<file path="src/rtl/em_stage_pipe_pkg.sv">
// EX->MEM stage shared types: result-select encoding,
// default exception vector and the stage entry bundle.
package em_stage_pipe_pkg;

  localparam int EM_DATA_W  = 32;
  localparam int EM_PAYLD_W = 64;
  localparam int EM_TNEW_W  = 2;

  localparam logic [31:0] EXC_PC_DEF = 32'h0000_4180;

  localparam logic [1:0] SEL_ALU  = 2'd0;
  localparam logic [1:0] SEL_LINK = 2'd1;
  localparam logic [1:0] SEL_MD   = 2'd2;

  typedef struct packed {
    logic [EM_DATA_W-1:0]  pc;
    logic [EM_DATA_W-1:0]  result;
    logic [EM_DATA_W-1:0]  rd2;
    logic [EM_PAYLD_W-1:0] payload;
    logic [EM_TNEW_W-1:0]  tnew;
    logic                  regwrite;
    logic [3:0]            memwrite;
    logic                  cp0write;
    logic [4:0]            exccode;
  } em_entry_t;

  function automatic logic [EM_TNEW_W-1:0] sat_dec(
    input logic [EM_TNEW_W-1:0] x
  );
    return (x == '0) ? '0 : x - EM_TNEW_W'(1);
  endfunction

endpackage

</file>
<file path="src/rtl/em_stage_pipe_pack.sv">
// Builds one stage entry from EX signals: forwarded
// result select and one-step aged T_new.
module em_entry_pack
  import em_stage_pipe_pkg::*;
(
  input  logic [EM_DATA_W-1:0]  pc_i,
  input  logic [EM_DATA_W-1:0]  alu_i,
  input  logic [EM_DATA_W-1:0]  md_i,
  input  logic [1:0]            sel_i,
  input  logic [EM_DATA_W-1:0]  rd2_i,
  input  logic [EM_PAYLD_W-1:0] payload_i,
  input  logic [EM_TNEW_W-1:0]  tnew_i,
  input  logic                  regwrite_i,
  input  logic [3:0]            memwrite_i,
  input  logic                  cp0write_i,
  input  logic [4:0]            exccode_i,
  output em_entry_t             entry_o
);

  logic [EM_DATA_W-1:0] res;

  always_comb begin
    res = alu_i;
    unique case (1'b1)
      (sel_i == SEL_LINK): res = pc_i + EM_DATA_W'(8);
      sel_i[1]:            res = md_i;
      default:             res = alu_i;
    endcase
  end

  always_comb begin
    entry_o          = '0;
    entry_o.pc       = pc_i;
    entry_o.result   = res;
    entry_o.rd2      = rd2_i;
    entry_o.payload  = payload_i;
    entry_o.tnew     = sat_dec(tnew_i);
    entry_o.regwrite = regwrite_i;
    entry_o.memwrite = memwrite_i;
    entry_o.cp0write = cp0write_i;
    entry_o.exccode  = exccode_i;
  end

endmodule

</file>
<file path="src/rtl/em_stage_pipe.sv">
// EX->MEM pipeline stage: valid/ready handshake,
// optional 2-entry skid buffer, flush and redirect.
module em_stage_pipe
  import em_stage_pipe_pkg::*;
#(
  parameter int DATA_W    = 32,
  parameter int PAYLD_W   = 64,
  parameter int TNEW_W    = 2,
  parameter int SKID      = 1,
  parameter int AGE_STALL = 0,
  parameter logic [DATA_W-1:0] EXC_PC = EXC_PC_DEF
) (
  input  logic               clk,
  input  logic               reset,
  input  logic               in_valid,
  output logic               in_ready,
  input  logic [DATA_W-1:0]  in_pc,
  input  logic [DATA_W-1:0]  in_alu,
  input  logic [DATA_W-1:0]  in_md,
  input  logic [1:0]         in_sel,
  input  logic [DATA_W-1:0]  in_rd2,
  input  logic [PAYLD_W-1:0] in_payload,
  input  logic [TNEW_W-1:0]  in_tnew,
  input  logic               in_regwrite,
  input  logic [3:0]         in_memwrite,
  input  logic               in_cp0write,
  input  logic [4:0]         in_exccode,
  input  logic               flush_int,
  input  logic               flush_eret,
  input  logic [DATA_W-1:0]  epc,
  output logic               out_valid,
  input  logic               out_ready,
  output logic [DATA_W-1:0]  out_pc,
  output logic [DATA_W-1:0]  out_result,
  output logic [DATA_W-1:0]  out_rd2,
  output logic [PAYLD_W-1:0] out_payload,
  output logic [TNEW_W-1:0]  out_tnew,
  output logic               out_regwrite,
  output logic [3:0]         out_memwrite,
  output logic               out_cp0write,
  output logic [4:0]         out_exccode
);

  em_entry_t  new_e;
  em_entry_t  head_q, head_d;
  em_entry_t  skid_q, skid_d;
  logic [1:0] count_q, count_d;
  logic       rdy_q, rdy_d;
  logic       in_fire, out_fire, held;

  em_entry_pack u_pack (
    .pc_i       (in_pc),
    .alu_i      (in_alu),
    .md_i       (in_md),
    .sel_i      (in_sel),
    .rd2_i      (in_rd2),
    .payload_i  (in_payload),
    .tnew_i     (in_tnew),
    .regwrite_i (in_regwrite),
    .memwrite_i (in_memwrite),
    .cp0write_i (in_cp0write),
    .exccode_i  (in_exccode),
    .entry_o    (new_e)
  );

  assign out_valid = (count_q != 2'd0);
  assign in_ready  = (SKID != 0) ? rdy_q
                                 : (!out_valid || out_ready);
  assign in_fire   = in_valid && in_ready;
  assign out_fire  = out_valid && out_ready;
  assign held      = out_valid && !out_ready;

  always_comb begin
    head_d  = head_q;
    skid_d  = skid_q;
    count_d = count_q;
    if ((AGE_STALL != 0) && held)
      head_d.tnew = sat_dec(head_q.tnew);
    if (flush_int) begin
      count_d   = 2'd0;
      head_d.pc = EXC_PC;
    end else if (flush_eret) begin
      count_d   = 2'd0;
      head_d.pc = epc;
    end else begin
      unique case ({in_fire, out_fire})
        2'b10: begin
          if (count_q == 2'd0) begin
            head_d  = new_e;
            count_d = 2'd1;
          end else begin
            skid_d  = new_e;
            count_d = 2'd2;
          end
        end
        2'b01: begin
          head_d  = skid_q;
          count_d = count_q - 2'd1;
        end
        2'b11: begin
          if (count_q == 2'd2) begin
            head_d = skid_q;
            skid_d = new_e;
          end else begin
            head_d = new_e;
          end
        end
        default: ;
      endcase
    end
    rdy_d = (count_d != 2'd2);
  end

  always_ff @(posedge clk or posedge reset) begin
    if (reset) begin
      head_q  <= '0;
      skid_q  <= '0;
      count_q <= 2'd0;
      rdy_q   <= 1'b1;
    end else begin
      head_q  <= head_d;
      skid_q  <= skid_d;
      count_q <= count_d;
      rdy_q   <= rdy_d;
    end
  end

  assign out_pc       = head_q.pc;
  assign out_result   = head_q.result;
  assign out_rd2      = head_q.rd2;
  assign out_payload  = head_q.payload;
  assign out_tnew     = head_q.tnew;
  assign out_regwrite = out_valid & head_q.regwrite;
  assign out_memwrite = {4{out_valid}} & head_q.memwrite;
  assign out_cp0write = out_valid & head_q.cp0write;
  assign out_exccode  = {5{out_valid}} & head_q.exccode;

endmodule
</file>
<file path="config.mk">
export PLATFORM = sky130hd
export DESIGN_NAME = em_stage_pipe
export DESIGN_NICKNAME = d
export VERILOG_FILES = /design/src/rtl/em_stage_pipe_pkg.sv /design/src/rtl/em_stage_pipe_pack.sv /design/src/rtl/em_stage_pipe.sv
export SDC_FILE = /design/constraint.sdc
export NUM_CORES = 1
export LEC_CHECK = 0
export ABC_CLOCK_PERIOD_IN_PS = 13200
export CAP_MARGIN = 30
export CORE_MARGIN = 1.5
export CORE_UTILIZATION = 35
export CTS_BUF_LIST = sky130_fd_sc_hd__clkbuf_8
export DETAILED_ROUTE_END_ITERATION = 10
export GPL_ROUTABILITY_DRIVEN = 0
export SLEW_MARGIN = 10
export SYNTH_ARGS = -nofsm -noshare
export SYNTH_HDL_FRONTEND = slang
export SYNTH_HIERARCHICAL = 1
export SYNTH_SLANG_ARGS = --single-unit
</file>
<file path="constraint.sdc">
create_clock -name clk -period 13.2 [get_ports clk]
set_input_delay 1.32 -clock clk [delete_from_list [all_inputs] [get_ports clk]]
set_output_delay 1.32 -clock clk [all_outputs]
set_load 0.02 [all_outputs]
</file>
== Word level (Yosys, flattened, before mapping) ==
Cells that the tools add are included.
Widths: inputs -> output; s select.

* Register bits: 349
* Bits of input ports: 245

* $add $sub $neg: 3
* Eq/ne operators: 10
* Muxes and demuxes: 14
* Bitwise operators: 6
* Reduce and logical (&&, ||, !) cells: 11

{| class="wikitable"
|+ Operator list
! cell !! number
|-
| $mux 173 || 4
|-
| $pmux 173 s3 || 1
|-
| $pmux 173 s2 || 1
|-
| $mux 32 || 2
|-
| $pmux 32 s2 || 1
|-
| $add 32x4->32 const B || 1
|-
| $mux 2 || 4
|-
| $ne 2x2->1 const B || 4
|-
| $eq 2x2->1 const B || 3
|-
| $and 5x5->5 || 1
|-
| $reduce_and 5->1 || 1
|-
| $reduce_bool 5->1 || 1
|-
| $and 4x4->4 || 1
|-
| $eq 2x1->1 const B || 2
|-
| $logic_not 2->1 || 2
|-
| $ne 4x4->1 const B || 1
|-
| $pmux 2 s2 || 1
|-
| $reduce_and 4->1 || 1
|-
| $reduce_bool 2->1 || 2
|-
| $sub 2x1->2 const B || 2
|-
| $reduce_bool 3->1 || 1
|-
| $and 1x1->1 || 2
|-
| $logic_and 1x1->1 || 2
|-
| $not 1->1 || 2
|-
| $reduce_and 2->1 || 1
|}

== Logic depth before layout (Yosys ltp) ==
* Word-level depth: 7
* Gate-level depth with buffers: 12

== Cells and area by module ==
Netlist, hierarchy kept.

{| class="wikitable"
|+ By module, submodules not included
! module !! times used !! cells each !! area each (um^2) !! seq. area each (um^2)
|-
| em_stage_pipe || 1 || 1517 || 17235.3 || 8734.6
|-
| em_entry_pack || 1 || 311 || 2199.6 || 0.0
|}

== Worst setup path after synthesis ==
No wires, ideal clock.

* Path type: input port to flip-flop
* Start point: input port out_ready
* End point: register skid_q[115] (netlist name)
* Arrival time: 2.899 ns
* Required time: 13.072 ns
* Setup slack: 10.173 ns
* Stages on the path: 8
* Path buffers: 3
* Path through: nor2b_1 > ha_1 > buf_6 > o21ai_1 > a221oi_2 > buf_4 > buf_6 > mux2_1

* Word-level cells in the longest chain between the ends: 4

{| class="wikitable"
|+ Ends and longest elaborated chain
! item !! line !! source
|-
| start, declared || em_stage_pipe.sv:32 || <nowiki>input logic out_ready,</nowiki>
|-
| $logic_and 1x1->1 (*) || em_stage_pipe.sv:70 || <nowiki>assign out_fire = out_valid && out_ready;</nowiki>
|-
| $eq 2x2->1 || em_stage_pipe.sv:86 || <nowiki>unique case ({in_fire, out_fire})</nowiki>
|-
| $ne 2x2->1 (no source line) / $reduce_bool 2->1 (equally long branches) || n/a ||
|-
| $reduce_and 5->1 (no source line) || n/a ||
|-
| end signal, assigned || em_stage_pipe.sv:122 || <nowiki>skid_q <= skid_d;</nowiki>
|-
| end, declared || em_stage_pipe.sv:46 || <nowiki>em_entry_t skid_q, skid_d;</nowiki>
|}

Every way passes the cells marked *; elsewhere a longest branch is shown, timed or not.
A chain may end at the register's enable or synchronous reset.

== Final worst setup path ==
* Start point: input port out_ready
* End point: register skid_q[10] (netlist name)

The elaborated chain is that of the path after synthesis.

==> flow_summary.yaml <==
synthesis:
  ys.flop_type: "dfrtp_1"
  synthXorXnorAreaFrac_pct: 1.13
  avgSynthCellArea_sq_um: 10.6
  yosysUniqueCellTypes: 54
  yosys-mux-area-fraction_pct: 10.6
  ys_seq_area_share_pct: 44.9
  syn_area_sq_um: 19400
  synth_top_family_by_area: "compound AO/OA/AOI/OAI gates"
  yosys.area_share.simple_pct: 6.70
  synth_edf_count: 0
  ys_async_sr_fraction_pct: 100
  synthAdderAreaFrac_pct: 0.451
  ys_ff_latch: 349
  synth_cells: 1828
  synth-compound-area-share_pct: 20.2
  synthesis.nets: 2080
  synth_warnings: 6
clocking:
  cts_root_buf: "clkbuf_8"
  ctsHoldBuffers: 0
  h-tree-depth: 3
  cts-resized-gates: 0
  insertion_delay_ns: 0.63
  post-cts-setup-buffer-count: 0
  cts_sinks: 349
  clock_path_buffers: 3
  tritoncts: "yes"
  clk_pin_slew_ns: 0.06
  cts_inserted_buffers: 67
global_routing:
  grt_start_max_net_pins: 136
  grt_pass1_wl_mm: 87.9
  grt_pass1_vias: 15000
  grt_overflow: 0
  antenna_found_initial: 4
  track_usage_pct: 19.9
sta:
  holdWs_ns: 0.488
  period_share_pct: 34.9
  fin_ws_ns: 8.59
  drv_slew: 0
  rsz0062_at_grt: "false"
  min_period_ns: 4.61
  fin_setup_tns_ns: 0
  slew_headroom_pct: 32.9
  setup_viol: 0
  final-hold-violation-count: 0
  tightest_slew_ns: 1.01
  fmax_ghz: 0.217
  finClkSkew_ns: 0.0302
run:
  drv_cap: 0
pwr:
  p_comb_share_pct: 27.9
  swShare_pct: 32.7
  power.switching_uw: 1230
  p_seq_share_pct: 43.0
  vdd_drop_max_mv: 0.0545
  pwr-share-clk_pct: 29.2
  leakage_uw: 0.00926
  cellPowerDensity_nw_per_um2: 161
  cellInternalPower_uw: 2530
layout:
  layout_common_cells: "clkdlybuf4s50_1, dfrtp_1, a22oi_1"
  final_common_cell: "clkdlybuf4s50_1"
  drive_gt1_share_pct: 7.93
  fin_nets: 2149
  final_area_sq_um: 23300
  post-route-util_pct: 42.4
  area_growth_pct: 19.9
place:
  hpwl_mm: 37.2
  placed_area_sq_um: 21800
  io_buffer_count: 419
  place_ws_ns: 7.93
routing:
  wl_per_cell_um: 21.6
  drtPass1Iterations: 8
  postRouteWirelength_mm: 58.2
  postRouteAntennaNets: 0
  drc: 0
  vias: 14800
  via_per_inst: 5.52
  drt-initial-drc-count: 1143
critical_path:
  endpoint_kind: "flip-flop"
  crit_start: "out_ready"
  cp_max_fo: 57
  cp.required_ns: 13.69
  r2r_cells: 10
  reg2reg_slack_ns: 8.60
  timing.rr.start: "count_q[0]$_DFF_PP0_"
  crit_type: "in2reg"
  r2r_end: "skid_q[10]$_DFFE_PP0P_"
  arrival_ns: 5.09
  cp-start-kind: "input port"
floorplanning:
  dieArea_sq_um: 57000
  coreArea_sq_um: 55000
  die_y_um: 239
  io-pin-count: 420
  die_width_um: 239
  fp-row-count: 86
  initial_core_util_pct: 35.3
worst_hold_path:
  hold_class: "reg2reg"
  hp-start: "skid_q[145]$_DFFE_PP0P_"
  holdPathEnd: "skid_q[145]$_DFFE_PP0P_"
  min_path_cells: 1
status:
  status: "completed"
cell families (layout without fill, tap and decap cells):
group,after synthesis,count (layout)
buf+inv,461,574
flops,349,349
other cells,0,1
mux,183,183
xor+xnor,25,25
compound gates,533,533
fa+ha+maj,7,7
simple gates,270,270
metal layers:
layer	global-route usage (%)	up-vias	wire, um
met1	24.8	7459	24100
met5	0	-	45
met2	33.0	593	27900
li1	-	6681	-
met4	8.19	6	1860
met3	4.64	104	4240
stage by stage:
step	total power, uW	instances
finish	3760	2690
floorplan	2370	1828
global placement	2630	2566
detailed placement	2680	2569
CTS	3810	2682
global route	3970	2690
power groups by stage:
stage / clock network [uW] / logic (uW) / registers, uW
after floorplan: 0 / 805 / 1560
after global placement: 0 / 1030 / 1610
after detailed placement: 0 / 1050 / 1630
after CTS: 1140 / 1050 / 1610
after global routing: 1180 / 1130 / 1660
final: 1100 / 1050 / 1620
final cells by class:
class                           instances  area (sq um)
Fill cell                            5282         31700
Sequential cell                       349          8730
Multi-Input combinational cell       1018          7650
Timing Repair Buffer                  451          4600
Clock buffer                           77          1060
Tap cell                              748           936
Clock inverter                         36           274
Inverter                               10          45.0
Antenna cell                            1          2.50
critical path, cell delays in order:
cell and delay [ns]:
clkdlybuf4s50_1 0.45, nor2b_1 0.44, ha_1 0.53, o21ai_1 0.18, a221oi_4 0.22, buf_4 0.67
buf_4 0.76, mux2_1 0.39
cell usage after synthesis, types with 3 or more instances:
cell | count | area, sq um
nand4_1 | 8 | 50.1
a221oi_1 | 3 | 26.3
a21oi_1 | 33 | 165
a22oi_1 | 190 | 1430
buf_4 | 305 | 2290
nand2b_1 | 5 | 31.3
a31oi_1 | 117 | 732
buf_1 | 6 | 22.5
o21ai_1 | 13 | 65.1
xor2_1 | 19 | 166
ha_1 | 7 | 87.6
a21o_1 | 4 | 30.0
and2_1 | 6 | 37.5
nand3_1 | 14 | 70.1
xnor2_1 | 6 | 52.6
a221o_1 | 28 | 280
nor2_1 | 178 | 668
buf_6 | 24 | 270
mux2_1 | 173 | 1950
nand2_1 | 18 | 67.6
dfrtp_1 | 348 | 8710
nor2b_1 | 16 | 100
a32oi_1 | 116 | 1020
o21ai_0 | 21 | 105
inv_1 | 8 | 30.0
buf_2 | 48 | 240
clkbuf_1 | 68 | 255
and3_1 | 3 | 18.8
mux2i_1 | 8 | 80.1
nand4b_1 | 3 | 26.3
flip-flops by register name, indices dropped and copies added (netlist names):
name         count
out_tnew         2
count_q          2
skid_q         173
out_payload     64
out_rd2         32
out_pc          32
out_result      32
head_q          11
in_ready         1
worst max path at each step:
stage / cells past startpoint / to
2_1_floorplan: 1 / count_q[0]$_DFF_PP0_
5_1_grt: 10 / skid_q[22]$_DFFE_PP0P_
4_1_cts: 10 / skid_q[7]$_DFFE_PP0P_
6_report: 8 / skid_q[10]$_DFFE_PP0P_
3_3_place_gp: 8 / skid_q[33]$_DFFE_PP0P_
3_5_place_dp: 8 / skid_q[7]$_DFFE_PP0P_
Power figures use the tool's default switching activity.
